## config.mk

```make
export PLATFORM = sky130hd
export DESIGN_NAME = fft_frame_arbiter
export DESIGN_NICKNAME = d
export VERILOG_FILES = /design/src/rtl/fft_frame_arbiter.sv
export SDC_FILE = /design/constraint.sdc
export NUM_CORES = 1
export LEC_CHECK = 0
export CORE_AREA = 3 3 185 187
export DETAILED_ROUTE_END_ITERATION = 6
export DIE_AREA = 0 0 188 190
export HOLD_SLACK_MARGIN = 0.15
export PLACE_DENSITY = 0.48
export SYNTH_ARGS = -nofsm -noshare
export SYNTH_HDL_FRONTEND = slang
export SYNTH_SLANG_ARGS = --single-unit
```

## constraint.sdc

```tcl
create_clock -name clk -period 5.1 [get_ports clk]
set_input_delay 0.51 -clock clk [delete_from_list [all_inputs] [get_ports clk]]
set_output_delay 0.51 -clock clk [all_outputs]
set_load 0.02 [all_outputs]
```

## src/rtl/fft_frame_arbiter.sv

```systemverilog
// Frame-granular round-robin arbiter sharing one FFT stage engine between NUM_REQ streams.
// Optional perf counters (frame_count, stall_count) are built when FFT_FRAME_ARB_PERF_EN is defined.
module fft_frame_arbiter #(
  parameter int NUM_REQ   = 4,
  parameter int FRAME_LEN = 128,
  parameter int DATA_W    = 64
) (
  input  logic                       clk,
  input  logic                       rst,
  input  logic [NUM_REQ-1:0]         req_valid,
  input  logic [NUM_REQ*DATA_W-1:0]  req_data,
  output logic [NUM_REQ-1:0]         req_ready,
  output logic                       eng_in_valid,
  output logic [DATA_W-1:0]          eng_in_data,
  input  logic                       eng_in_ready,
  input  logic                       eng_out_valid,
  input  logic [DATA_W-1:0]          eng_out_data,
  output logic                       eng_out_ready,
  output logic [NUM_REQ-1:0]         resp_valid,
  output logic [DATA_W-1:0]          resp_data,
  input  logic [NUM_REQ-1:0]         resp_ready,
  output logic [$clog2(NUM_REQ)-1:0] grant_id,
  output logic                       busy
`ifdef FFT_FRAME_ARB_PERF_EN
  ,
  output logic [31:0]                frame_count,
  output logic [31:0]                stall_count
`endif
);

  localparam int GID_W = $clog2(NUM_REQ);
  localparam int CNT_W = $clog2(FRAME_LEN);
  localparam logic [CNT_W-1:0] LAST_BEAT = CNT_W'(FRAME_LEN - 1);

  typedef enum logic [1:0] {
    S_IDLE = 2'd0,
    S_SEND = 2'd1,
    S_RECV = 2'd2
  } state_t;

  state_t           r_state;
  logic [CNT_W-1:0] r_cnt;
  logic [GID_W-1:0] r_grant;
  logic [GID_W-1:0] r_last;

  logic [GID_W-1:0]  w_rot_idx [NUM_REQ];
  logic [DATA_W-1:0] w_req_beat [NUM_REQ];
  logic              w_any;
  logic [GID_W-1:0]  w_pick;
  logic              w_in_hs;
  logic              w_out_hs;
  logic              w_last_beat;
  logic              w_frame_done;

  // w_rot_idx[k] is the requester k+1 places after the previous owner.
  for (genvar gi = 0; gi < NUM_REQ; gi++) begin : g_req
    assign w_rot_idx[gi]  = GID_W'((int'(r_last) + gi + 1) % NUM_REQ);
    assign w_req_beat[gi] = req_data[gi*DATA_W +: DATA_W];
  end

  // Scan from the farthest candidate down so the nearest requester wins.
  always_comb begin
    w_any  = 1'b0;
    w_pick = '0;
    for (int k = NUM_REQ - 1; k >= 0; k--) begin
      if (req_valid[w_rot_idx[k]]) begin
        w_any  = 1'b1;
        w_pick = w_rot_idx[k];
      end
    end
  end

  always_comb begin
    req_ready     = '0;
    eng_in_valid  = 1'b0;
    eng_in_data   = '0;
    eng_out_ready = 1'b0;
    resp_valid    = '0;
    resp_data     = '0;
    case (r_state)
      S_SEND: begin
        eng_in_valid       = req_valid[r_grant];
        req_ready[r_grant] = eng_in_ready;
        if (req_valid[r_grant]) eng_in_data = w_req_beat[r_grant];
      end
      S_RECV: begin
        resp_valid[r_grant] = eng_out_valid;
        eng_out_ready       = resp_ready[r_grant];
        if (eng_out_valid) resp_data = eng_out_data;
      end
      default: ;
    endcase
  end

  assign w_in_hs      = eng_in_valid & eng_in_ready;
  assign w_out_hs     = eng_out_valid & eng_out_ready;
  assign w_last_beat  = (r_cnt == LAST_BEAT);
  assign w_frame_done = (r_state == S_RECV) && w_out_hs && w_last_beat;

  always_ff @(posedge clk) begin
    if (rst) begin
      r_state <= S_IDLE;
      r_cnt   <= '0;
      r_grant <= '0;
      r_last  <= GID_W'(NUM_REQ - 1);
    end else begin
      case (r_state)
        S_IDLE: begin
          if (w_any) begin
            r_grant <= w_pick;
            r_cnt   <= '0;
            r_state <= S_SEND;
          end
        end
        S_SEND: begin
          if (w_in_hs) begin
            if (w_last_beat) begin
              r_cnt   <= '0;
              r_state <= S_RECV;
            end else begin
              r_cnt <= r_cnt + 1'b1;
            end
          end
        end
        S_RECV: begin
          if (w_out_hs) begin
            if (w_last_beat) begin
              r_last  <= r_grant;
              r_grant <= '0;
              r_cnt   <= '0;
              r_state <= S_IDLE;
            end else begin
              r_cnt <= r_cnt + 1'b1;
            end
          end
        end
        default: r_state <= S_IDLE;
      endcase
    end
  end

  assign grant_id = r_grant;
  assign busy     = (r_state != S_IDLE);

`ifdef FFT_FRAME_ARB_PERF_EN
  logic [31:0] r_frame_cnt;
  logic [31:0] r_stall_cnt;
  logic        w_stall;

  assign w_stall = ((r_state == S_SEND) && !w_in_hs) || ((r_state == S_RECV) && !w_out_hs);

  // Both counters saturate rather than wrap.
  always_ff @(posedge clk) begin
    if (rst) begin
      r_frame_cnt <= '0;
      r_stall_cnt <= '0;
    end else begin
      if (w_frame_done && (r_frame_cnt != 32'hFFFF_FFFF)) r_frame_cnt <= r_frame_cnt + 32'd1;
      if (w_stall && (r_stall_cnt != 32'hFFFF_FFFF)) r_stall_cnt <= r_stall_cnt + 32'd1;
    end
  end

  assign frame_count = r_frame_cnt;
  assign stall_count = r_stall_cnt;
`endif

endmodule

```

==> impl_metrics.yaml <==
route:
  vias: 4875
  drt_iter0_markers: 223
  wl_met3_mm: 1.34
  wl_per_cell_um: 20.8
  wl_mm: 25.7
  drc_errors: 0
  viasPerCell: 3.94
  drt-pass1-iter-count: 4
  top_layer_used: "met4"
  wl_met2_mm: 13.0
  wl_met1_mm: 11.0
  ant_nets: 0
worst_setup_path:
  worstReg2RegEnd: "r_cnt[0]$_SDFFE_PP0P_"
  path_class: "flop to output pin"
  crit_cells: 4
  critPathCaptureType: "output pin"
  worstPathRequired_ns: 4.59
  crit_family: "buffers and inverters"
  crit_buf_inv: 2
  timing.rr.start: "grant_id[0]$_SDFFE_PP0P_"
  rrSetupSlack_ns: 2.19
  slowest_delay_ns: 0.83
  reg2reg_depth: 5
  crit_arrival_ns: 2.97
  cp_max_fo: 44
  crit_path_start_kind: "flop"
  path_cells: "mux4_2 > buf_4 > and3_1 > clkdlybuf4s50_1"
  cp_slowest_cell: "mux4_2"
finish:
  fin_nets: 1129
  fillCellCount: 3468
  areaGrowthSynthToFinish_pct: 153
  drive_above_1_share_pct: 10.6
  final_area_mm2: 0.00863
  fin_util_pct: 26.4
yosys:
  synth_most_common_cell: "and3_1"
  yosysUniqueCellTypes: 39
  synth_top_area_share_pct: 43.0
  synthesis.area_mm2: 0.00340
  synth_edf_count: 0
  yosysSeqAreaShare_pct: 7.65
  yosysTopAreaCell: "mux4_2"
  syn_avg_cell_area_um2: 9.51
  syn-num-nets: 694
  synthArstFlopShare_pct: 0
  ys_ff_latch: 13
  synth_commonest_cells: "and3_1 (132), mux4_2 (65), clkbuf_1 (39), nand2_1 (17), dfxtp_1 (13)"
  synth_ff_type: "dfxtp_1"
  syn_inst: 358
  yosys_warnings: 0
  ys_top_cells_by_area: "mux4_2 (43%), and3_1 (24%), dfxtp_1 (7.6%), clkbuf_1 (4.3%), mux2i_1 (2.1%)"
sta:
  hold_viol_final: 0
  fin_crit_sh_pct: 68.2
  finalSetupViolations: 0
  fmax_mhz: 287
  setup_ws_ns: 1.62
  maxSlewHeadroom_pct: 24.2
  finClkSkew_ns: 0.00551
  rsz0062_at_grt: "false"
  finalMaxSlewViolations: 0
  timing.final.crit_period_ns: 3.48
  worstMarginPinSlew_ns: 1.14
  tns_ns: 0
floorplanning:
  die_w_um: 188
  die_h_um: 190
  die-area_mm2: 0.0357
  io_pins: 473
  initial_core_util_pct: 10.4
  core_mm2: 0.0326
  core.rowCount: 66
grt:
  grt_pass1_vias: 4939
  antenna_found_initial: 2
  grt.overflow.total: 0
  grt_use_total_pct: 13.3
  grt_first_pass_wirelength_mm: 36.2
  grt_start_max_net_pins: 71
clock_network:
  cts_hold_buffers: 0
  h-tree-depth: 1
  clkTransAtPathRegs_ns: 0.05
  cts_sinks: 13
  clockBufferDepth: 2
  cts-buffers-inserted: 3
  postCtsSetupBuffers: 0
  worstSkewPairLatency_ns: 0.25
  cts_resized: 0
  root_buffer: "clkbuf_16"
  cts_tree: "yes"
pwr:
  p_clk_share_pct: 7.9
  fin_total_pwr_w: 0.00191
  internal_power_w: 0.00107
  pwr-share-comb_pct: 82.6
  powerDensity_mw_per_mm2: 221
  power_leakage_nw: 3.32
  netSwitchingPower_w: 0.000837
  vdd_ir_drop_max_v: 0.000137
  p_sw_share_pct: 43.9
  seq_power_share_pct: 9.5
worst_hold_path:
  hold_class: "flop to flop"
  hold_path_end: "r_cnt[1]$_SDFFE_PP0P_"
  hold_depth: 2
  hp-start: "r_cnt[1]$_SDFFE_PP0P_"
placed_design:
  post-place-ws_ns: 1.65
  dpl-instance-area_mm2: 0.00854
  dp_hpwl_mm: 21.6
  portBuffers: 472
  gp_congestion: 0.869
flow_run:
  drv_cap: 0
run_status:
  status: "complete, no violations"
[worst register-to-register path, cell delays in order, from the launching register on]
cell	delay [ns]
dfxtp_4	0.76
mux4_2	0.83
buf_4	0.29
a21boi_2	0.39
or3_1	0.37
mux2i_1	0.22
[cell families after synthesis]
family	synth area share (%)
buffers and inverters	6.99
AO/OA/AOI/OAI	6.18
multiplexers	45.8
adder cells (fa/ha/maj)	1.47
AND/OR/NAND/NOR	31.9
flip-flops	7.65
[cell usage in the layout (no fill, tap or decap), types with 2 or more instances in the layout]
cell type        instances
clkdlybuf4s50_1        472
and3_1                 132
mux4_2                  66
nand2_1                 17
nor2_1                  12
dfxtp_1                 11
inv_1                   10
mux2i_1                  7
buf_4                    7
nand4_1                  5
nand3_1                  4
nand2b_1                 3
nor3_1                   3
a31oi_1                  3
o32ai_1                  3
clkbuf_16                3
diode_2                  2
and2_1                   2
a21boi_0                 2
or3_1                    2
a21oi_1                  2
a2111oi_0                2
nor2b_1                  2
nor4_1                   2
ha_1                     2
ha_2                     2
dfxtp_4                  2
[per-stage QoR]
step                std cells  hold WS (ns)
detailed placement       1230         0.479
floorplan                 358         0.451
finish                   1236         0.483
global placement         1230         0.469
CTS                      1234         0.486
global route             1236         0.512
[cell type report]
type | count | area (um^2) | area share, %
clock buffers | 4 | 78.8 | 0.914
multi-input cells | 286 | 2910 | 33.7
diodes | 2 | 5.00 | 0.0580
well taps | 442 | 553 | 6.41
inverters | 10 | 37.5 | 0.435
repair buffers | 479 | 4780 | 55.4
flip-flops and latches | 13 | 268 | 3.10
[sequential cells by signal, indices dropped and copies added (netlist names)]
name      count
r_cnt         7
r_last        2
r_state       2
grant_id      2
[power by group through the flow]
stage	Sequential (W)	Clock [W]	Combinational, W
finish	0.000181	0.000151	0.00158
global route	0.000193	0.000158	0.00169
detailed placement	0.000189	0	0.00159
floorplan	0.000132	0	0.000912
global placement	0.000188	0	0.00158
CTS	0.000188	0.000153	0.00160
[metal layers]
metal	track usage, %	vias to the layer above
li1	-	2303
met1	17.4	2359
met2	23.3	194
met3	2.03	19
met4	2.19	0
met5	0	-
[worst max path at each step]
| stage | to | slack (ns) | startpoint |
|---|---|---|---|
| 2_1_floorplan | eng_in_data[24] | 2.83 | grant_id[0]$_SDFFE_PP0P_ |
| 3_3_place_gp | eng_in_data[9] | 1.72 | req_valid[3] |
| 3_5_place_dp | eng_in_data[39] | 1.65 | req_valid[3] |
| 4_1_cts | eng_in_data[39] | 1.49 | grant_id[0]$_SDFFE_PP0P_ |
| 5_1_grt | eng_in_data[54] | 1.40 | grant_id[0]$_SDFFE_PP0P_ |
| 6_report | eng_in_data[39] | 1.62 | grant_id[0]$_SDFFE_PP0P_ |
Power figures use the tool's default switching activity.
